==> config.mk <==
export PLATFORM = sky130hd
export DESIGN_NAME = alu_issue_stage
export DESIGN_NICKNAME = d
export VERILOG_FILES = /design/src/rtl/alu_issue_stage.sv
export SDC_FILE = /design/constraint.sdc
export NUM_CORES = 1
export LEC_CHECK = 0
export BUFFER_PORTS_ARGS = -buffer_cell sky130_fd_sc_hd__buf_2
export CORE_MARGIN = 2
export CORE_UTILIZATION = 50
export DETAILED_ROUTE_END_ITERATION = 8
export GPL_ROUTABILITY_DRIVEN = 0
export PLACE_DENSITY = 0.7
export RECOVER_POWER = 50
export SKIP_LAST_GASP = 1
export SLEW_MARGIN = 20
export SYNTH_ARGS = -nofsm -noshare
export SYNTH_HDL_FRONTEND = slang
export SYNTH_SLANG_ARGS = --single-unit
==> constraint.sdc <==
create_clock -name clk -period 10.4 [get_ports clk]
set_input_delay 0.52 -clock clk [delete_from_list [all_inputs] [get_ports clk]]
set_output_delay 0.52 -clock clk [all_outputs]
set_load 0.005 [all_outputs]
==> src/rtl/alu_issue_stage.sv <==
// alu_issue_stage: single-entry ALU issue stage with valid/ready handshakes on
// both sides. A bundle is latched in IDLE (or in HOLD while the previous result
// drains), evaluated in a one-cycle EXEC state and presented in HOLD until the
// consumer takes it.
//
// Optional feature macro: ALU_SLT_OVF_CORRECT_EN
//   defined   : SLT bit0 = diff[31] ^ signed overflow (true signed compare)
//   undefined : SLT bit0 = diff[31] (raw sign of the difference)
//
// state | meaning
// ------+-------------------------------------------------------------
// IDLE  | empty; in_ready=1, waiting for an input bundle
// EXEC  | latched bundle is evaluated; result registered on exit
// HOLD  | result presented (out_valid=1); in_ready follows out_ready
module alu_issue_stage (
    input  logic        clk,
    input  logic        reset_n,
    input  logic        in_valid,
    output logic        in_ready,
    input  logic [2:0]  in_op,
    input  logic [31:0] in_a,
    input  logic [31:0] in_b,
    output logic        out_valid,
    input  logic        out_ready,
    output logic [31:0] out_result,
    output logic        out_zero,
    output logic        out_ovf
);

    typedef enum logic [1:0] {
        st_idle,
        st_exec,
        st_hold
    } state_t;

    localparam logic [2:0] OP_AND  = 3'b000;
    localparam logic [2:0] OP_OR   = 3'b001;
    localparam logic [2:0] OP_ADD  = 3'b010;
    localparam logic [2:0] OP_XOR  = 3'b011;
    localparam logic [2:0] OP_NOR  = 3'b100;
    localparam logic [2:0] OP_SUB  = 3'b101;
    localparam logic [2:0] OP_SLT  = 3'b110;
    localparam logic [2:0] OP_SLTU = 3'b111;

    state_t      state;
    state_t      state_nxt;
    logic [2:0]  op_q;
    logic [31:0] a_q;
    logic [31:0] b_q;
    logic        accept;

    logic [31:0] sum;
    logic [32:0] diff_ext;
    logic        add_ovf;
    logic        sub_ovf;
    logic        slt_bit;
    logic [31:0] alu_res;
    logic        alu_ovf;

    assign accept = in_valid && in_ready;

    // State register; reset drops any in-flight bundle by returning to IDLE.
    always_ff @(posedge clk or negedge reset_n) begin
        if (!reset_n) begin
            state <= st_idle;
        end else begin
            state <= state_nxt;
        end
    end

    // Next-state and handshake outputs.
    always_comb begin
        state_nxt = state;
        in_ready  = 1'b0;
        out_valid = 1'b0;
        case (state)
            st_idle: begin
                in_ready = 1'b1;
                if (in_valid) begin
                    state_nxt = st_exec;
                end
            end
            st_exec: begin
                state_nxt = st_hold;
            end
            st_hold: begin
                out_valid = 1'b1;
                // Draining the result frees the operand latch in the same edge.
                in_ready  = out_ready;
                if (out_ready) begin
                    state_nxt = in_valid ? st_exec : st_idle;
                end
            end
            default: begin
                state_nxt = st_idle;
            end
        endcase
    end

    // Operand latch, loaded only on an accepted input transfer.
    always_ff @(posedge clk or negedge reset_n) begin
        if (!reset_n) begin
            op_q <= 3'b000;
            a_q  <= 32'd0;
            b_q  <= 32'd0;
        end else if (accept) begin
            op_q <= in_op;
            a_q  <= in_a;
            b_q  <= in_b;
        end
    end

    // Datapath: one adder and one 33-bit subtractor shared by SUB/SLT/SLTU.
    always_comb begin
        sum      = a_q + b_q;
        diff_ext = {1'b0, a_q} - {1'b0, b_q};
        add_ovf  = (a_q[31] == b_q[31]) && (sum[31] != a_q[31]);
        sub_ovf  = (a_q[31] != b_q[31]) && (diff_ext[31] != a_q[31]);
`ifdef ALU_SLT_OVF_CORRECT_EN
        slt_bit  = diff_ext[31] ^ sub_ovf;
`else
        slt_bit  = diff_ext[31];
`endif
        alu_res  = 32'd0;
        alu_ovf  = 1'b0;
        case (op_q)
            OP_AND:  alu_res = a_q & b_q;
            OP_OR:   alu_res = a_q | b_q;
            OP_ADD: begin
                alu_res = sum;
                alu_ovf = add_ovf;
            end
            OP_XOR:  alu_res = a_q ^ b_q;
            OP_NOR:  alu_res = ~(a_q | b_q);
            OP_SUB: begin
                alu_res = diff_ext[31:0];
                alu_ovf = sub_ovf;
            end
            OP_SLT: begin
                alu_res = {31'd0, slt_bit};
                alu_ovf = sub_ovf;
            end
            OP_SLTU: begin
                // Borrow out of the unsigned subtraction means a < b.
                alu_res = {31'd0, diff_ext[32]};
            end
            default: begin
                alu_res = 32'd0;
                alu_ovf = 1'b0;
            end
        endcase
    end

    // Result register, written only on leaving EXEC so HOLD keeps it stable.
    always_ff @(posedge clk or negedge reset_n) begin
        if (!reset_n) begin
            out_result <= 32'd0;
            out_zero   <= 1'b0;
            out_ovf    <= 1'b0;
        end else if (state == st_exec) begin
            out_result <= alu_res;
            out_zero   <= (alu_res == 32'd0);
            out_ovf    <= alu_ovf;
        end
    end

endmodule

==> run_results.csv <==
group,metric,value,unit
run_status,status,"finished, violations left",
run_status,failed_checks,"max-capacitance violations, max-slew violations",
cts,htree_num_levels,3,
grt,grt_pass1_vias,8960,
route,vias_per_cell,6.328,
synthesis,synthFlopType,"dfrtp_1",
final_layout,n_fill_cell,1850,
final_layout,drive_gt1_share,10.74,%
worst_setup_path,critPathArrivalTime,4.49,ns
synthesis,synth.distinct_cells,81,
power,intPower,1.329,mW
synthesis,ys_ff_latch,103,
timing,slew_viol_final,233,
final_layout,utilization,55.47,%
grt,grt_max_degree,74,
synthesis,ys_warn_count,0,
floorplan,die_area,20300,um2
route,wire_per_inst,19.67,um
route,drc,0,
min_path,min_path_type,"in2reg",
floorplan,die_y,142.5,um
timing,final.setup.worst_slack,5.296,ns
worst_setup_path,cp_slowest_cell,"clkbuf_1",
cts,path_clk_slew,0.08,ns
timing,fin_crit_sh,49.08,%
floorplan,core_area,18770,um2
final_layout,final_cell_area,10410,um2
cts,cts_buffer_depth,2,
job,max_cap_viol_count,4,
cts,cts_hold_buffers,0,
timing,final.min_clock_period,5.104,ns
cts,cts.repair.resized,0,
cts,cts_tree,"built",
power,pwr-share-seq,22.0,%
grt,grt_overflow_total,0,
cts,clock_latency,0.37,ns
power,comb_power_share,65.9,%
worst_setup_path,start_kind,"input port",
placed_design,dp.cells,1522,
worst_setup_path,crit_required,9.78,ns
floorplan,start_util,51.10,%
worst_setup_path,slowest_delay,2.62,ns
synthesis,synth_top_area_cell,"dfrtp_1",
worst_setup_path,worstPathCellList,"clkbuf_1 > clkbuf_1",
worst_setup_path,cp_num_buf_inv,2,
cts,post_cts.repair.setup_buffers,0,
placed_design,dp_hpwl,21.96,mm
worst_setup_path,startpoint,"reset_n",
route,firstDrtPassIters,6,
grt,track_usage,29.78,%
min_path,hp-start,"in_b[27]",
synthesis,syn-mean-instance-area,7.654,um2
timing,setup_viol,0,
power,cellLeakagePower,4.724,nW
route,vias,9732,
worst_setup_path,reg2reg_from,"b_q[0]",
timing,final_hold_viol_count,0,
placed_design,pre_cts_ws,6.181,ns
floorplan,die_w,142.5,um
route,wl,30.25,mm
grt,antenna_found_initial,0,
synthesis,synth_area,9590,um2
timing,slew_headroom,-139.6,%
worst_setup_path,path_max_fanout,67,
floorplan,ios,107,
worst_setup_path,path_common_cell,"clkbuf_1",
synthesis,async_reset_ff_share,100.0,%
final_layout,antenna_cells,0,
synthesis,syn-instance-count,1253,
power,p_clk_share,12.0,%
synthesis,synth_top_area_share,26.88,%
placed_design,placed_area,10170,um2
power,ir_drop,0.0001163,V
synthesis,ys_seq_area_share,26.88,%
synthesis,synthesis.nets,1425,
power,finalPower,2.755,mW
route,initialDrtViolationCount,1161,
power,powerDensity,264.6,nW/um2
synthesis,synth_most_common_cell,"nand2_1",
final_layout,final_cells,1538,
route,ant_nets,0,
grt,grt_pass1_wl,47.73,mm
timing,worstMarginPinSlew,3.594,ns
final_layout,area_delta_synth_final,8.558,%
timing,clock_skew,0.009634,ns
timing,holdWs,0.3457,ns
cts,cts_buffers,9,
worst_setup_path,path_class,"in2async",
final_layout,nets,1471,
synthesis,synth_area_leaders,"dfrtp_1, ha_1, nand2_1, o21ai_0, a21oi_1",
power,switching_share,51.77,%
power,switching_power,1.426,mW
worst_setup_path,path_delay_family,"buffers and inverters",
timing,timing.fmax,0.1959,GHz
cts,cts_sinks,103,
placed_design,port_buffers,106,
cts,cts_root_buf,"clkbuf_16",
worst_setup_path,crit_path_end_kind,"asynchronous set/reset pin",
synthesis,synth_edf_count,0,
floorplan,placementRows,50,
timing,setup_tns,0,ns
worst_setup_path,regToRegSetupSlack,6.09,ns
timing,rsz0062_at_grt,"false",
synthesis,yosys-top-cells-count,"nand2_1, o21ai_0, dfrtp_1",
[placed cells by master (no fill, tap or decap), types with 5 or more instances in the layout]
| master | count |
|---|---|
| nor3_1 | 32 |
| nor2b_1 | 13 |
| o31ai_1 | 22 |
| xnor2_1 | 18 |
| buf_4 | 8 |
| nor2_1 | 88 |
| inv_1 | 97 |
| nand3_1 | 22 |
| a2111oi_0 | 5 |
| xor2_1 | 6 |
| nor4_1 | 9 |
| or3_1 | 8 |
| o21bai_1 | 6 |
| mux2i_1 | 18 |
| mux2_2 | 7 |
| a31oi_1 | 19 |
| buf_2 | 85 |
| o211ai_1 | 14 |
| a21o_1 | 15 |
| o311ai_0 | 5 |
| a211o_1 | 5 |
| clkbuf_1 | 25 |
| ha_1 | 99 |
| nand2_1 | 178 |
| a21oi_1 | 84 |
| o221ai_1 | 10 |
| o21a_1 | 9 |
| dfrtp_1 | 102 |
| o22ai_1 | 8 |
| nand2b_1 | 6 |
| a221oi_1 | 7 |
| o21ai_0 | 132 |
| nand4_1 | 8 |
| clkbuf_16 | 9 |
| a22oi_1 | 7 |
| a211oi_1 | 15 |
[power groups by stage]
stage	Clock [mW]	Sequential, mW	Combinational [mW]
after global routing	0.350	0.625	1.97
after detailed placement	0	0.613	1.75
final	0.331	0.607	1.82
after floorplan	0	0.602	1.26
after global placement	0	0.609	1.74
after CTS	0.332	0.605	1.76
[flip-flops by register name (all words and copies together), names as in the netlist]
name        count
a_q            32
b_q            32
op_q            3
out_ovf         1
out_result     32
out_zero        1
state           2
[worst paths after layout]
path / to / cells past startpoint
max in group clk: out_zero / 14
hold / removal: b_q[27] / 3
setup reg to reg: out_zero / 14
setup / recovery: op_q[0] / 2
min in group asynchronous: a_q[2] / 1
hold reg to reg: out_result[24] / 2
[kinds of logic after synthesis]
family / count (synthesis) / share of synthesized area [%]
AOI/OAI and AO/OA: 428 / 29.33
and+or+nand+nor: 391 / 18.28
buffers and inverters: 181 / 7.293
DFF: 103 / 26.88
adders and majority gates: 101 / 13.33
muxes: 25 / 2.701
xor gates and xnor gates: 24 / 2.192
[per-layer routing]
layer | GRT usage, % | wire, um | up-vias
li1 | - | - | 4575
met1 | 42.06 | 13130 | 4480
met2 | 43.57 | 12530 | 576
met3 | 8.210 | 3540 | 101
met4 | 10.63 | 1046 | 0
met5 | 0 | 0 | -
[worst min-delay path, cell delays in order]
cell and delay [ns]:
buf_2 0.07, nand2_1 0.03, o21ai_0 0.05
[layout make-up]
type	instances	area [um2]	area share, %
timing repair buffer	116	571.8	5.492
clock inverter	4	30.03	0.2884
clock buffer	12	246.5	2.368
inverter	100	375.4	3.605
multi-input combinational	969	6316	60.67
tap	234	292.8	2.812
sequential	103	2579	24.77
Power figures use the tool's default switching activity.
